$ cat config.mk
export PLATFORM = sky130hd
export DESIGN_NAME = dvbc_symbol_builder
export DESIGN_NICKNAME = d
export VERILOG_FILES = /design/src/rtl/dvbc_pkg.sv /design/src/rtl/dvbc_diff_encoder.sv /design/src/rtl/dvbc_symbol_builder.sv
export SDC_FILE = /design/constraint.sdc
export NUM_CORES = 1
export LEC_CHECK = 0
export CAP_MARGIN = 20
export CORE_UTILIZATION = 40
export CTS_BUF_LIST = sky130_fd_sc_hd__clkbuf_16
export DETAILED_ROUTE_END_ITERATION = 10
export SYNTH_ARGS = -nofsm -noshare
export SYNTH_HDL_FRONTEND = slang
export SYNTH_SLANG_ARGS = --single-unit
$ cat constraint.sdc
create_clock -name clk_i -period 4.4 [get_ports clk_i]
set_input_delay 0.88 -clock clk_i [delete_from_list [all_inputs] [get_ports clk_i]]
set_output_delay 0.88 -clock clk_i [all_outputs]
set_load 0.005 [all_outputs]
$ cat src/rtl/dvbc_pkg.sv
// Shared DVB-C modulator definitions: QAM mode encodings, symbol width and the
// mode -> bits-per-symbol mapping used by the symbol builder and the QAM mapper.
package dvbc_pkg;

    localparam int SYM_W = 8;

    typedef enum logic [2:0] {
        QAM16  = 3'd0,
        QAM32  = 3'd1,
        QAM64  = 3'd2,
        QAM128 = 3'd3,
        QAM256 = 3'd4
    } qam_mode_e;

    function automatic logic [3:0] bits_per_symbol(input qam_mode_e mode);
        logic [3:0] m;
        case (mode)
            QAM16:   m = 4'd4;
            QAM32:   m = 4'd5;
            QAM64:   m = 4'd6;
            QAM128:  m = 4'd7;
            default: m = 4'd8;
        endcase
        return m;
    endfunction

    // Reserved encodings 5..7 fold onto 256-QAM.
    function automatic qam_mode_e normalize_mode(input logic [2:0] raw_mode);
        return (raw_mode > 3'd4) ? QAM256 : qam_mode_e'(raw_mode);
    endfunction

endpackage

$ cat src/rtl/dvbc_diff_encoder.sv
// Combinational differential encoder for the two MSBs of a DVB-C symbol:
// (A_k, B_k, I_prev, Q_prev) -> (I_k, Q_k).
module dvbc_diff_encoder (
    input  logic a,
    input  logic b,
    input  logic i_prev,
    input  logic q_prev,
    output logic i,
    output logic q
);

    logic ab_diff;

    // Equal MSBs rotate against the same-axis history, unequal ones cross over.
    assign ab_diff = a ^ b;
    assign i = (~ab_diff & (a ^ i_prev)) | (ab_diff & (a ^ q_prev));
    assign q = (~ab_diff & (b ^ q_prev)) | (ab_diff & (b ^ i_prev));

endmodule

$ cat src/rtl/dvbc_symbol_builder.sv
// Byte-to-symbol converter for the DVB-C modulator: packs the interleaved byte
// stream into m-bit symbols MSB first and differentially encodes the two MSBs.
module dvbc_symbol_builder
    import dvbc_pkg::*;
#(
    parameter bit SIMULATION = 1'b0,
    parameter bit DEBUG      = 1'b0
) (
    input  logic             clk_i,
    input  logic             rst_i,
    input  logic [2:0]       qam_mode_i,
    input  logic [7:0]       byte_i,
    input  logic             byte_valid_i,
    output logic             byte_ready_o,
    output logic [SYM_W-1:0] sym_o,
    output logic             sym_valid_o,
    input  logic             sym_ready_i,
    output logic [4:0]       dbg_fill_o
);

    logic [15:0]      acc_q;
    logic [15:0]      acc_d;
    logic [4:0]       fill_q;
    logic [4:0]       fill_d;
    logic [4:0]       fill_pop;
    qam_mode_e        mode_q;
    logic             i_prev_q;
    logic             q_prev_q;
    logic             i_new;
    logic             q_new;
    logic [SYM_W-1:0] sym_q;
    logic [SYM_W-1:0] sym_d;
    logic [SYM_W-1:0] raw;
    logic [SYM_W-1:0] low_mask;
    logic [SYM_W-1:0] iq_bits;
    logic             sym_valid_q;
    logic [3:0]       m;
    logic             accept;
    logic             pop;

    assign m            = bits_per_symbol(mode_q);
    assign byte_ready_o = (fill_q <= 5'd8);
    assign accept       = byte_valid_i && byte_ready_o;
    assign pop          = (fill_q >= {1'b0, m}) && (!sym_valid_q || sym_ready_i);

    dvbc_diff_encoder u_diff (
        .a      (acc_q[15]),
        .b      (acc_q[14]),
        .i_prev (i_prev_q),
        .q_prev (q_prev_q),
        .i      (i_new),
        .q      (q_new)
    );

    // NOTE: every signal written in an always_comb gets a default first, so no latch is inferred.
    always_comb begin
        fill_pop = fill_q;
        acc_d    = acc_q;
        if (pop) begin
            fill_pop = fill_q - {1'b0, m};
            acc_d    = acc_q << m;
        end
        fill_d = fill_pop;
        if (accept) begin
            // The new byte lands directly below the bits that survive this edge's pop.
            acc_d  = acc_d | ({8'h00, byte_i} << (5'd8 - fill_pop));
            fill_d = fill_pop + 5'd8;
        end
    end

    always_comb begin
        raw      = acc_q[15:8] >> (4'd8 - m);
        low_mask = (8'd1 << (m - 4'd2)) - 8'd1;
        iq_bits  = {{(SYM_W - 2){1'b0}}, i_new, q_new};
        sym_d    = (iq_bits << (m - 4'd2)) | (raw & low_mask);
    end

    // NOTE: sequential state uses non-blocking assignments only, so every register sees pre-edge values.
    always_ff @(posedge clk_i) begin
        if (rst_i) begin
            acc_q       <= '0;
            fill_q      <= '0;
            mode_q      <= QAM256;
            i_prev_q    <= 1'b0;
            q_prev_q    <= 1'b0;
            sym_q       <= '0;
            sym_valid_q <= 1'b0;
        end else begin
            acc_q  <= acc_d;
            fill_q <= fill_d;
            if (pop) begin
                sym_q       <= sym_d;
                sym_valid_q <= 1'b1;
                i_prev_q    <= i_new;
                q_prev_q    <= q_new;
            end else if (sym_ready_i) begin
                sym_valid_q <= 1'b0;
            end
            // Mode only switches when nothing is buffered, so no symbol straddles two modes.
            if (fill_q == 5'd0 && !sym_valid_q) begin
                mode_q <= normalize_mode(qam_mode_i);
            end
        end
    end

    assign sym_o       = sym_q;
    assign sym_valid_o = sym_valid_q;
    assign dbg_fill_o  = DEBUG ? fill_q : 5'd0;

    if (SIMULATION) begin : g_sim_checks
        a_byte_hold : assert property (@(posedge clk_i) disable iff (rst_i)
            (byte_valid_i && !byte_ready_o) |=> (byte_valid_i && $stable(byte_i)))
            else $error("dvbc_symbol_builder: byte_valid_i/byte_i changed while stalled");
    end

endmodule

==> qor.yml <==
run_status:
  outcome: "complete, no violations"
global_route:
  met2_usage_pct: 36.6
  grt_max_degree: 22
  grtUsageMet3_pct: 3.32
  grt-busiest-layer: "met2"
  grt_use_total_pct: 23.4
  grt_antenna_before_repair: 0
  grt_pass1_wl_mm: 14.4
  use_met1_pct: 34.2
  first_global_vias: 2777
  overflow: 0
clocking:
  post-cts-setup-buffers: 0
  hold_buffers: 0
  cts_resized: 0
  clockBufferDepth: 2
  cts-root-buf: "clkbuf_16"
  clk_pin_slew_worst_paths_ps: 60
  cts.sinks: 35
  clk_latency_ps: 290
  cts_made_buffers: 5
  cts_htree_levels: 2
  cts_tree: "done"
yosys:
  yosysTopAreaCell: "dfxtp_1"
  synth_area_per_cell_sq_um: 7.40
  synth-async-reset-ratio_pct: 0
  synth.ff_latch_count: 35
  yosys.area_share.xor_xnor_pct: 1.74
  synthTopCellsByArea: "dfxtp_1 23%, mux2i_1 9.3%, nor2_1 6.6%, nand2_1 6.4%, a21oi_1 6.3%"
  synth_mux_area_share_pct: 13.4
  synth-compound-area-share_pct: 27.1
  synth_edf_count: 0
  yosysWarnings: 0
  yosys.area_share.adder_pct: 3.56
  synth_area_sq_um: 3030
  synth_cells: 409
  synth_top_area_share_pct: 23.2
  synth_ff_type: "dfxtp_1"
  ys_types: 64
  ys_seq_area_share_pct: 23.2
  synth_top_family_by_area: "compound AO/OA/AOI/OAI gates"
  yosys.area_share.simple_pct: 25.0
detailed_routing:
  vias: 3089
  drt_iter0_drc: 249
  ant_nets: 0
  dr.pass1.iters: 5
  post_drt_wl_per_cell_microns: 16.7
  drc_errors: 0
  avgViaCountPerCell: 5.85
  totalWireLength_mm: 8.82
placement:
  gp_congestion: 0.911
  dp_hpwl_mm: 6.50
  place_inst: 520
  placed_area_sq_um: 3380
  port_buffers: 24
critical_path:
  cp_data_required_time_ps: 4620
  worstSetupStartpoint: "mode_q[0]"
  crit_chain: "nand2_1 -> buf_4 -> inv_2 -> ha_1 -> nand4_1 -> nand2_1 -> o21ai_4 -> mux2i_1 -> nor3_4 -> xnor2_1 -> and2_4 -> nand3b_1 -> a21oi_1"
  timing.critical_path.mode_cell: "nand2_1"
  critPathKind: "flop to flop"
  end_kind: "flop"
  arrival_ps: 4140
  cp_top_family: "simple AND/OR/NAND/NOR gates"
  worst_setup_path_start_kind: "flop"
  cp_max_fo: 17
  worstReg2RegStart: "mode_q[0]"
  max_stage_delay_ps: 710
  path_buf_inv: 2
  worst_path_max_delay_cell: "dfxtp_1"
power:
  power_density_nw_per_um2: 931
  peakVddDrop_v: 0.000303
  power.leakage_nw: 1.35
  p_total_mw: 3.29
cells_and_area:
  antenna_cells: 0
  drive_above_1_share_pct: 10.0
  final_area_sq_um: 3530
  fin_cells: 528
  area_delta_synth_final_pct: 16.6
  fin_nets: 451
  fin_util_pct: 48.4
timing:
  tns_ps: 0
  fin_crit_sh_pct: 89.1
  max_freq_ghz: 0.255
  setup_viol: 0
  drv_slew: 0
  hold_viol_final: 0
  maxSlewHeadroom_pct: 48.2
  rsz0062_at_grt: "false"
  worst_pin_slew_ps: 775
  min_period_ps: 3920
  skew_ps: 9.46
hold_path:
  hold_path.class: "flop to flop"
  hold_start: "sym_o[7]"
die:
  fp.dieW_microns: 89.0
  core_sq_um: 7290
  dieArea_sq_um: 7920
  num_io_pins: 30
  die_y_microns: 89.0
  start_util_pct: 41.5
  rows: 31
run:
  maxCapViolCount: 0
[cells by family after synthesis]
logic type	after synthesis
xor gates and xnor gates	6
AOI/OAI and AO/OA	119
buffers and inverters	40
other	2
adders and majority gates	8
muxes	36
and+or+nand+nor	163
DFF	35
[per-layer routing]
layer	routed length, microns	vias up
li1	-	1530
met1	4350	1467
met2	3950	83
met3	407	9
met4	102	0
met5	0	-
[per-stage QoR]
step	setup slack (ps)	hold WS, ps
6_report	482	456
5_1_grt	246	483
4_1_cts	567	464
3_5_place_dp	597	455
3_3_place_gp	714	440
2_1_floorplan	604	448
[registers in the layout, summed over array words and instances (netlist names)]
register     cells
acc_q           16
fill_q           5
i_prev_q         1
mode_q           3
q_prev_q         1
sym_o            8
sym_valid_o      1
[worst min-delay path: cells and delay by family, from the launching register on]
family,cells,cell delay [ps]
and+or+nand+nor,1,50
AOI/OAI and AO/OA,1,50
DFF,1,310
[layout make-up]
cell class                      instances  area, sq um
Inverter                                9         33.8
Multi-Input combinational cell        338         2170
Clock inverter                          3         23.8
Fill cell                             761         3760
Timing Repair Buffer                   39          353
Clock buffer                            5          125
Tap cell                               99          124
Sequential cell                        35          701
[power by group]
part           switching, mW  total (mW)  internal, mW
Combinational           1.41        2.35         0.943
Sequential             0.135       0.572         0.437
Clock                  0.152       0.363         0.212
Total                   1.69        3.29          1.59
[cells in the final DEF, fill, tap and decap left out, types with 3 or more instances in the layout]
master           instances
a32oi_1                  3
and3_1                   4
a311oi_1                 4
nor2b_1                  7
a21oi_1                 38
clkbuf_16                5
inv_1                    7
mux4_2                   3
a22o_1                   4
a221oi_2                 3
mux2_2                   4
o22ai_1                  3
mux2i_1                 27
nand2_1                 52
dfxtp_1                 35
ha_1                     7
clkdlybuf4s50_1         24
xnor2_1                  4
nand4_1                  5
nor3_1                  10
nand3_1                 12
o21ai_0                 16
nor2_1                  53
conb_1                   6
a31oi_1                  7
or3_1                    7
o211ai_1                 8
buf_4                   15
a211oi_1                 9
[path summary, 6_finish.rpt]
path                                 end  slack, ps  cells past startpoint
worst max-delay path            acc_q[7]        480                     13
worst min-delay path            sym_o[7]        460                      2
worst max register to register  acc_q[7]        480                     13
worst min register to register  sym_o[7]        460                      2
[cell usage after synthesis, types with 5 or more instances]
cell type   n
mux2i_1    28
o21ai_0    16
nor3_1     10
clkbuf_1   15
nand4_1     5
nand2_1    52
buf_1       5
o211ai_1    8
or3_1       7
a211oi_1    9
buf_4       5
nand3_1    12
inv_1       7
dfxtp_1    35
buf_2       5
a31oi_1     7
nor2b_1     7
nor2_1     53
ha_1        7
a21oi_1    38
(Power assumes the default switching activity.)
